## src/rtl/level_meter_if.sv

```systemverilog
// Frame bus into the level meter: sample strobe, 8x24 frame, status back.
// master drives frames; slave is the meter reporting busy and drop count.
interface level_meter_if;
  logic             sample_valid;
  logic [7:0][23:0] audio_bus;
  logic             busy;
  logic [7:0]       missed;

  modport master (
    output sample_valid, audio_bus,
    input  busy, missed
  );

  modport slave (
    input  sample_valid, audio_bus,
    output busy, missed
  );
endinterface

```

## src/rtl/level_meter.sv

```systemverilog
// 8-channel peak meter: hold/decay peaks, sticky clip, led bargraph.
// Ports: clk, rst (async low), bus (frame in), channel_sel, clip_clear,
//        peak (8x24), led (8), clip (8).
module level_meter #(
  parameter int HOLD_FRAMES = 24000,
  parameter int DECAY_SHIFT = 4
) (
  input  logic             clk,
  input  logic             rst,
  level_meter_if.slave     bus,
  input  logic [2:0]       channel_sel,
  input  logic             clip_clear,
  output logic [7:0][23:0] peak,
  output logic [7:0]       led,
  output logic [7:0]       clip
);

  localparam int HW = (HOLD_FRAMES > 0) ?
    $clog2(HOLD_FRAMES + 1) : 1;
  localparam logic [HW-1:0] HOLD_INIT = HW'(HOLD_FRAMES);
  localparam logic [22:0] FS = 23'h7f_ffff;

  typedef enum logic [1:0] {
    IDLE,
    SCAN,
    SHOW
  } state_t;

  state_t              state;
  state_t              state_nxt;
  logic [2:0]          ch_idx;
  logic [7:0][23:0]    frame;
  logic [7:0][HW-1:0]  hold;
  logic [7:0]          missed;

  logic [23:0]         cur;
  logic [22:0]         neg;
  logic [22:0]         mag;
  logic [23:0]         pk;
  logic [23:0]         decay;
  logic [23:0]         pk_nxt;
  logic [HW-1:0]       hd;
  logic [HW-1:0]       hd_nxt;
  logic [23:0]         sel_pk;
  logic [7:0]          led_nxt;
  logic [7:0]          clip_nxt;
  logic                scan;
  logic                take;
  logic                drop;

  assign scan = (state == SCAN);
  assign take = (state == IDLE) && bus.sample_valid;
  assign drop = (state != IDLE) && bus.sample_valid;

  assign bus.busy   = (state != IDLE);
  assign bus.missed = missed;

  always_comb begin
    state_nxt = state;
    unique case (state)
      IDLE:    if (bus.sample_valid) state_nxt = SCAN;
      SCAN:    if (ch_idx == 3'd7) state_nxt = SHOW;
      SHOW:    state_nxt = IDLE;
      default: state_nxt = IDLE;
    endcase
  end

  // |x| fits 23 bits except -2^23, which clamps to full scale
  always_comb begin
    cur = frame[ch_idx];
    neg = ~cur[22:0] + 23'd1;
    mag = cur[22:0];
    if (cur == 24'h80_0000) begin
      mag = FS;
    end else if (cur[23]) begin
      mag = neg;
    end
  end

  always_comb begin
    pk     = peak[ch_idx];
    hd     = hold[ch_idx];
    decay  = pk >> DECAY_SHIFT;
    pk_nxt = pk;
    hd_nxt = hd;
    if ({1'b0, mag} >= pk) begin
      pk_nxt = {1'b0, mag};
      hd_nxt = HOLD_INIT;
    end else if (hd != '0) begin
      hd_nxt = hd - HW'(1);
    end else if (decay == '0) begin
      pk_nxt = '0;
    end else begin
      pk_nxt = pk - decay;
    end
  end

  // a set in the same cycle as clear wins
  always_comb begin
    clip_nxt = clip;
    if (clip_clear) clip_nxt = '0;
    if (scan && (mag == FS)) clip_nxt[ch_idx] = 1'b1;
  end

  always_comb begin
    sel_pk  = peak[channel_sel];
    led_nxt = '0;
    for (int i = 0; i < 8; i++) begin
      led_nxt[i] = (sel_pk >= (24'd1 << (15 + i)));
    end
  end

  always_ff @(posedge clk or negedge rst) begin
    if (!rst) begin
      state <= IDLE;
    end else begin
      state <= state_nxt;
    end
  end

  always_ff @(posedge clk or negedge rst) begin
    if (!rst) begin
      ch_idx <= '0;
      frame  <= '0;
      peak   <= '0;
      hold   <= '0;
      clip   <= '0;
      led    <= '0;
      missed <= '0;
    end else begin
      if (take) begin
        frame  <= bus.audio_bus;
        ch_idx <= '0;
      end else if (scan) begin
        ch_idx <= ch_idx + 3'd1;
      end
      if (scan) begin
        peak[ch_idx] <= pk_nxt;
        hold[ch_idx] <= hd_nxt;
      end
      if (state == SHOW) begin
        led <= led_nxt;
      end
      clip <= clip_nxt;
      if (drop && (missed != 8'hff)) begin
        missed <= missed + 8'd1;
      end
    end
  end

endmodule

```

## src/flat_wrapper.sv

```systemverilog
// flat-port wrapper written by rule: the top's interface ports become plain ports
module level_meter_flat 
#(
  parameter int HOLD_FRAMES = 24000,
  parameter int DECAY_SHIFT = 4
)
  (clk, rst, channel_sel, clip_clear, peak, led, clip, bus_sample_valid, bus_audio_bus, bus_busy, bus_missed);
  level_meter_if bus_i ();
  input  logic clk;
  input  logic rst;
  input  logic [2:0] channel_sel;
  input  logic clip_clear;
  output logic [7:0][23:0] peak;
  output logic [7:0] led;
  output logic [7:0] clip;
  input wire logic [$bits(bus_i.sample_valid)-1:0] bus_sample_valid;
  input wire logic [$bits(bus_i.audio_bus)-1:0] bus_audio_bus;
  output wire logic [$bits(bus_i.busy)-1:0] bus_busy;
  output wire logic [$bits(bus_i.missed)-1:0] bus_missed;
  assign bus_i.sample_valid = bus_sample_valid;
  assign bus_i.audio_bus = bus_audio_bus;
  assign bus_busy = bus_i.busy;
  assign bus_missed = bus_i.missed;
  level_meter #(.HOLD_FRAMES(HOLD_FRAMES), .DECAY_SHIFT(DECAY_SHIFT)) u_core (.clk(clk), .rst(rst), .bus(bus_i), .channel_sel(channel_sel), .clip_clear(clip_clear), .peak(peak), .led(led), .clip(clip));
endmodule
```

## config.mk

```make
export PLATFORM = sky130hd
export DESIGN_NAME = level_meter_flat
export DESIGN_NICKNAME = d
export VERILOG_FILES = /design/src/rtl/level_meter_if.sv /design/src/rtl/level_meter.sv /design/src/flat_wrapper.sv
export SDC_FILE = /design/constraint.sdc
export NUM_CORES = 1
export LEC_CHECK = 0
export ABC_AREA = 1
export CAP_MARGIN = 40
export CORE_MARGIN = 8
export CORE_UTILIZATION = 40
export CTS_BUF_LIST = sky130_fd_sc_hd__clkbuf_2
export DETAILED_ROUTE_END_ITERATION = 10
export PLACE_DENSITY_LB_ADDON = 0.05
export SLEW_MARGIN = 0
export SYNTH_ARGS = -nofsm -noshare
export SYNTH_HDL_FRONTEND = slang
export SYNTH_SLANG_ARGS = --single-unit
```

## constraint.sdc

```tcl
create_clock -name clk -period 10.85 [get_ports clk]
set_input_delay 1.6275 -clock clk [delete_from_list [all_inputs] [get_ports clk]]
set_output_delay 1.6275 -clock clk [all_outputs]
set_load 0.05 [all_outputs]
```

==> impl_metrics.json <==
{
  "synth.ff_latch_count": 533,
  "cts_tree": "built",
  "critPathCaptureType": "flop",
  "synthFlopType": "dfrtp_1",
  "grt_antenna_before_repair": 7,
  "via_count": 26600,
  "max_slew_margin_pct": 32.4,
  "clkTransAtPathRegs_ns": 0.09,
  "io_buffers": 415,
  "tns_ns": 0,
  "rows": 97,
  "cp_slowest_stage_delay_ns": 0.68,
  "insertion_delay_ns": 1.33,
  "track_usage_pct": 27.1,
  "outcome": "finished, final reports clean",
  "dp_hpwl_um": 75600,
  "async_reset_ff_share_pct": 100,
  "drt-total-wl_um": 109000,
  "syn_nets": 3754,
  "synth_compound_area_share_pct": 12.5,
  "yosysSeqAreaShare_pct": 47.2,
  "cp-start-kind": "flop",
  "grt_pass1_vias": 26600,
  "final-setup-viol-count": 0,
  "wl_per_cell_um": 21.9,
  "rsz0062_at_grt": "no",
  "netlist_area_um2": 28200,
  "yosys.area_share.simple_pct": 24.3,
  "grt_max_degree": 159,
  "synth_area_leaders": "dfrtp_1, nand2_1, mux2_2",
  "io_pins": 416,
  "drv_cap": 0,
  "worstPathRequired_ns": 12.00,
  "synth_fa_ha_area_share_pct": 2.20,
  "vias_per_cell": 5.33,
  "use_met3_pct": 6.25,
  "synth.distinct_cells": 55,
  "cts_made_buffers": 150,
  "cpMaxStageDelayCell": "dfrtp_4",
  "synthMuxAreaShare_pct": 6.38,
  "hold_path_class": "input pin to async pin",
  "fin_crit_ns": 6.88,
  "placed_cell_area_um2": 33300,
  "synth_top_family_by_area": "simple AND/OR/NAND/NOR gates",
  "fin_crit_sh_pct": 63.4,
  "fin_skew_ns": 0.121,
  "n_fill_cell": 6997,
  "synth_xor_xnor_area_share_pct": 1.08,
  "cts_num_sinks": 533,
  "tightest_slew_ns": 1.01,
  "final_cell_area_um2": 34600,
  "gp_congestion": 0.915,
  "globalRouteMet2Util_pct": 44.3,
  "criticalPathCategory": "flop to flop",
  "cts_setup_buffers": 0,
  "max_clock_freq_mhz": 145,
  "final_nets": 4185,
  "synthCells": 3506,
  "dp.cells": 4725,
  "h-tree-depth": 4,
  "postSynthAreaPerCell_um2": 8.05,
  "fin_cells": 4984,
  "path_max_fanout": 79,
  "post_cts_resized": 0,
  "drv_slew": 0,
  "hold_buffers": 0,
  "yosysWarnings": 0,
  "drc": 0,
  "worstPathArrival_ns": 8.03,
  "cts_max_path_buffers": 3,
  "yosys.area.top_type": "dfrtp_1",
  "busiest_layer": "met2",
  "hold_viol_final": 0,
  "yosysTopAreaCellShare_pct": 47.2,
  "whs_ns": 0.427,
  "fp.dieW_um": 282,
  "die_h_um": 282,
  "core_area_um2": 70000,
  "cts_root_buf": "clkbuf_2",
  "dieArea_um2": 79400,
  "drt-initial-drc-count": 2184,
  "grt_overflow": 0,
  "firstDrtPassIters": 6,
  "gr-usage-met1_pct": 35.1,
  "drive_above_1_share_pct": 13.4,
  "ant_nets": 0,
  "grt_pass1_wl_um": 165000,
  "start_util_pct": 40.3,
  "synth_edf_count": 0,
  "area_delta_synth_final_pct": 22.6
}
[cells by family after synthesis]
| family | after synthesis |
|---|---|
| DFF | 533 |
| AOI/OAI and AO/OA | 645 |
| adders and majority gates | 49 |
| xor gates and xnor gates | 34 |
| muxes | 160 |
| and+or+nand+nor | 1655 |
| buffers and inverters | 430 |
[placed cells by master, fill, tap and decap left out, types with 41 or more instances in the layout]
master and count:
a21oi_1 106, buf_4 41, clkbuf_2 222, clkdlybuf4s50_1 414, dfrtp_1 531, ha_1 48, inv_1 218, mux2_2 160
nand2_1 1011, nand3_1 180, nand4_1 43, nor2_1 318, o21ai_0 295, o21ai_1 139
[worst max-delay path, delay by kind of cell (launching register included)]
family	cells	cell delay, ns
compound gates	3	0.58
fa+ha+maj	1	0.32
buf+inv	8	2.92
flops	1	0.68
simple gates	16	2.11
[final timing paths]
check                            startpoint                 to  slack, ns  depth (start not counted)
setup / recovery           u_core.ch_idx[0]     u_core.hold[2]       3.97                         28
hold / removal                          rst    u_core.hold[66]       0.43                          1
setup reg to reg           u_core.ch_idx[0]     u_core.hold[2]       3.97                         28
hold reg to reg               u_core.led[2]      u_core.led[2]       0.48                          1
max in group asynchronous               rst  u_core.frame[174]       8.56                          4
min in group clk              u_core.led[2]      u_core.led[2]       0.48                          1
[registers in the layout, summed over array words and instances (netlist names)]
signal and cells:
u_core.peak 192, u_core.ch_idx 3, u_core.led 8, u_core.frame 192, u_core.bus.missed 8, u_core.state 2, u_core.clip 8, u_core.hold 120
[final cells by class]
class | instances | area [um2] | share of cell area [%]
clock buffers | 222 | 1110 | 3.21
inverters | 243 | 923 | 2.67
well taps | 940 | 1180 | 3.40
multi-input cells | 2543 | 13100 | 38.0
clock inverters | 32 | 223 | 0.643
diodes | 5 | 12.5 | 0.0361
repair buffers | 466 | 4690 | 13.5
flip-flops and latches | 533 | 13300 | 38.5
[synth_stat cells, drive strengths merged (5+ instances only)]
cell type / number
dfrtp: 533
nand2: 1025
o211ai: 26
buf: 87
a21oi: 108
nor3: 36
o21ai: 449
xor2: 20
clkinv: 5
nor2: 338
ha: 48
nand4: 44
mux2: 160
a31oi: 16
a22o: 13
nand3b: 11
o22ai: 15
xnor2: 14
inv: 238
nand3: 189
clkbuf: 100
[metrics by stage]
| stage | utilization (%) | setup WS, ns |
|---|---|---|
| after floorplan | - | 6.74 |
| after global placement | 47.2 | 3.99 |
| after detailed placement | 47.5 | 4.08 |
| after CTS | 49.4 | 4.03 |
| after global routing | 49.4 | 3.54 |
| final | 49.4 | 3.97 |
[routing by layer]
| layer | vias to the layer above | wire length, um |
|---|---|---|
| met3 | 227 | 8240 |
| met4 | 2 | 3410 |
| li1 | 12500 | - |
| met5 | - | 13 |
| met2 | 1046 | 51400 |
| met1 | 12800 | 46000 |
Power is not shown: default switching activity piles up to over one toggle a cycle in this logic, so the estimate is an artifact.
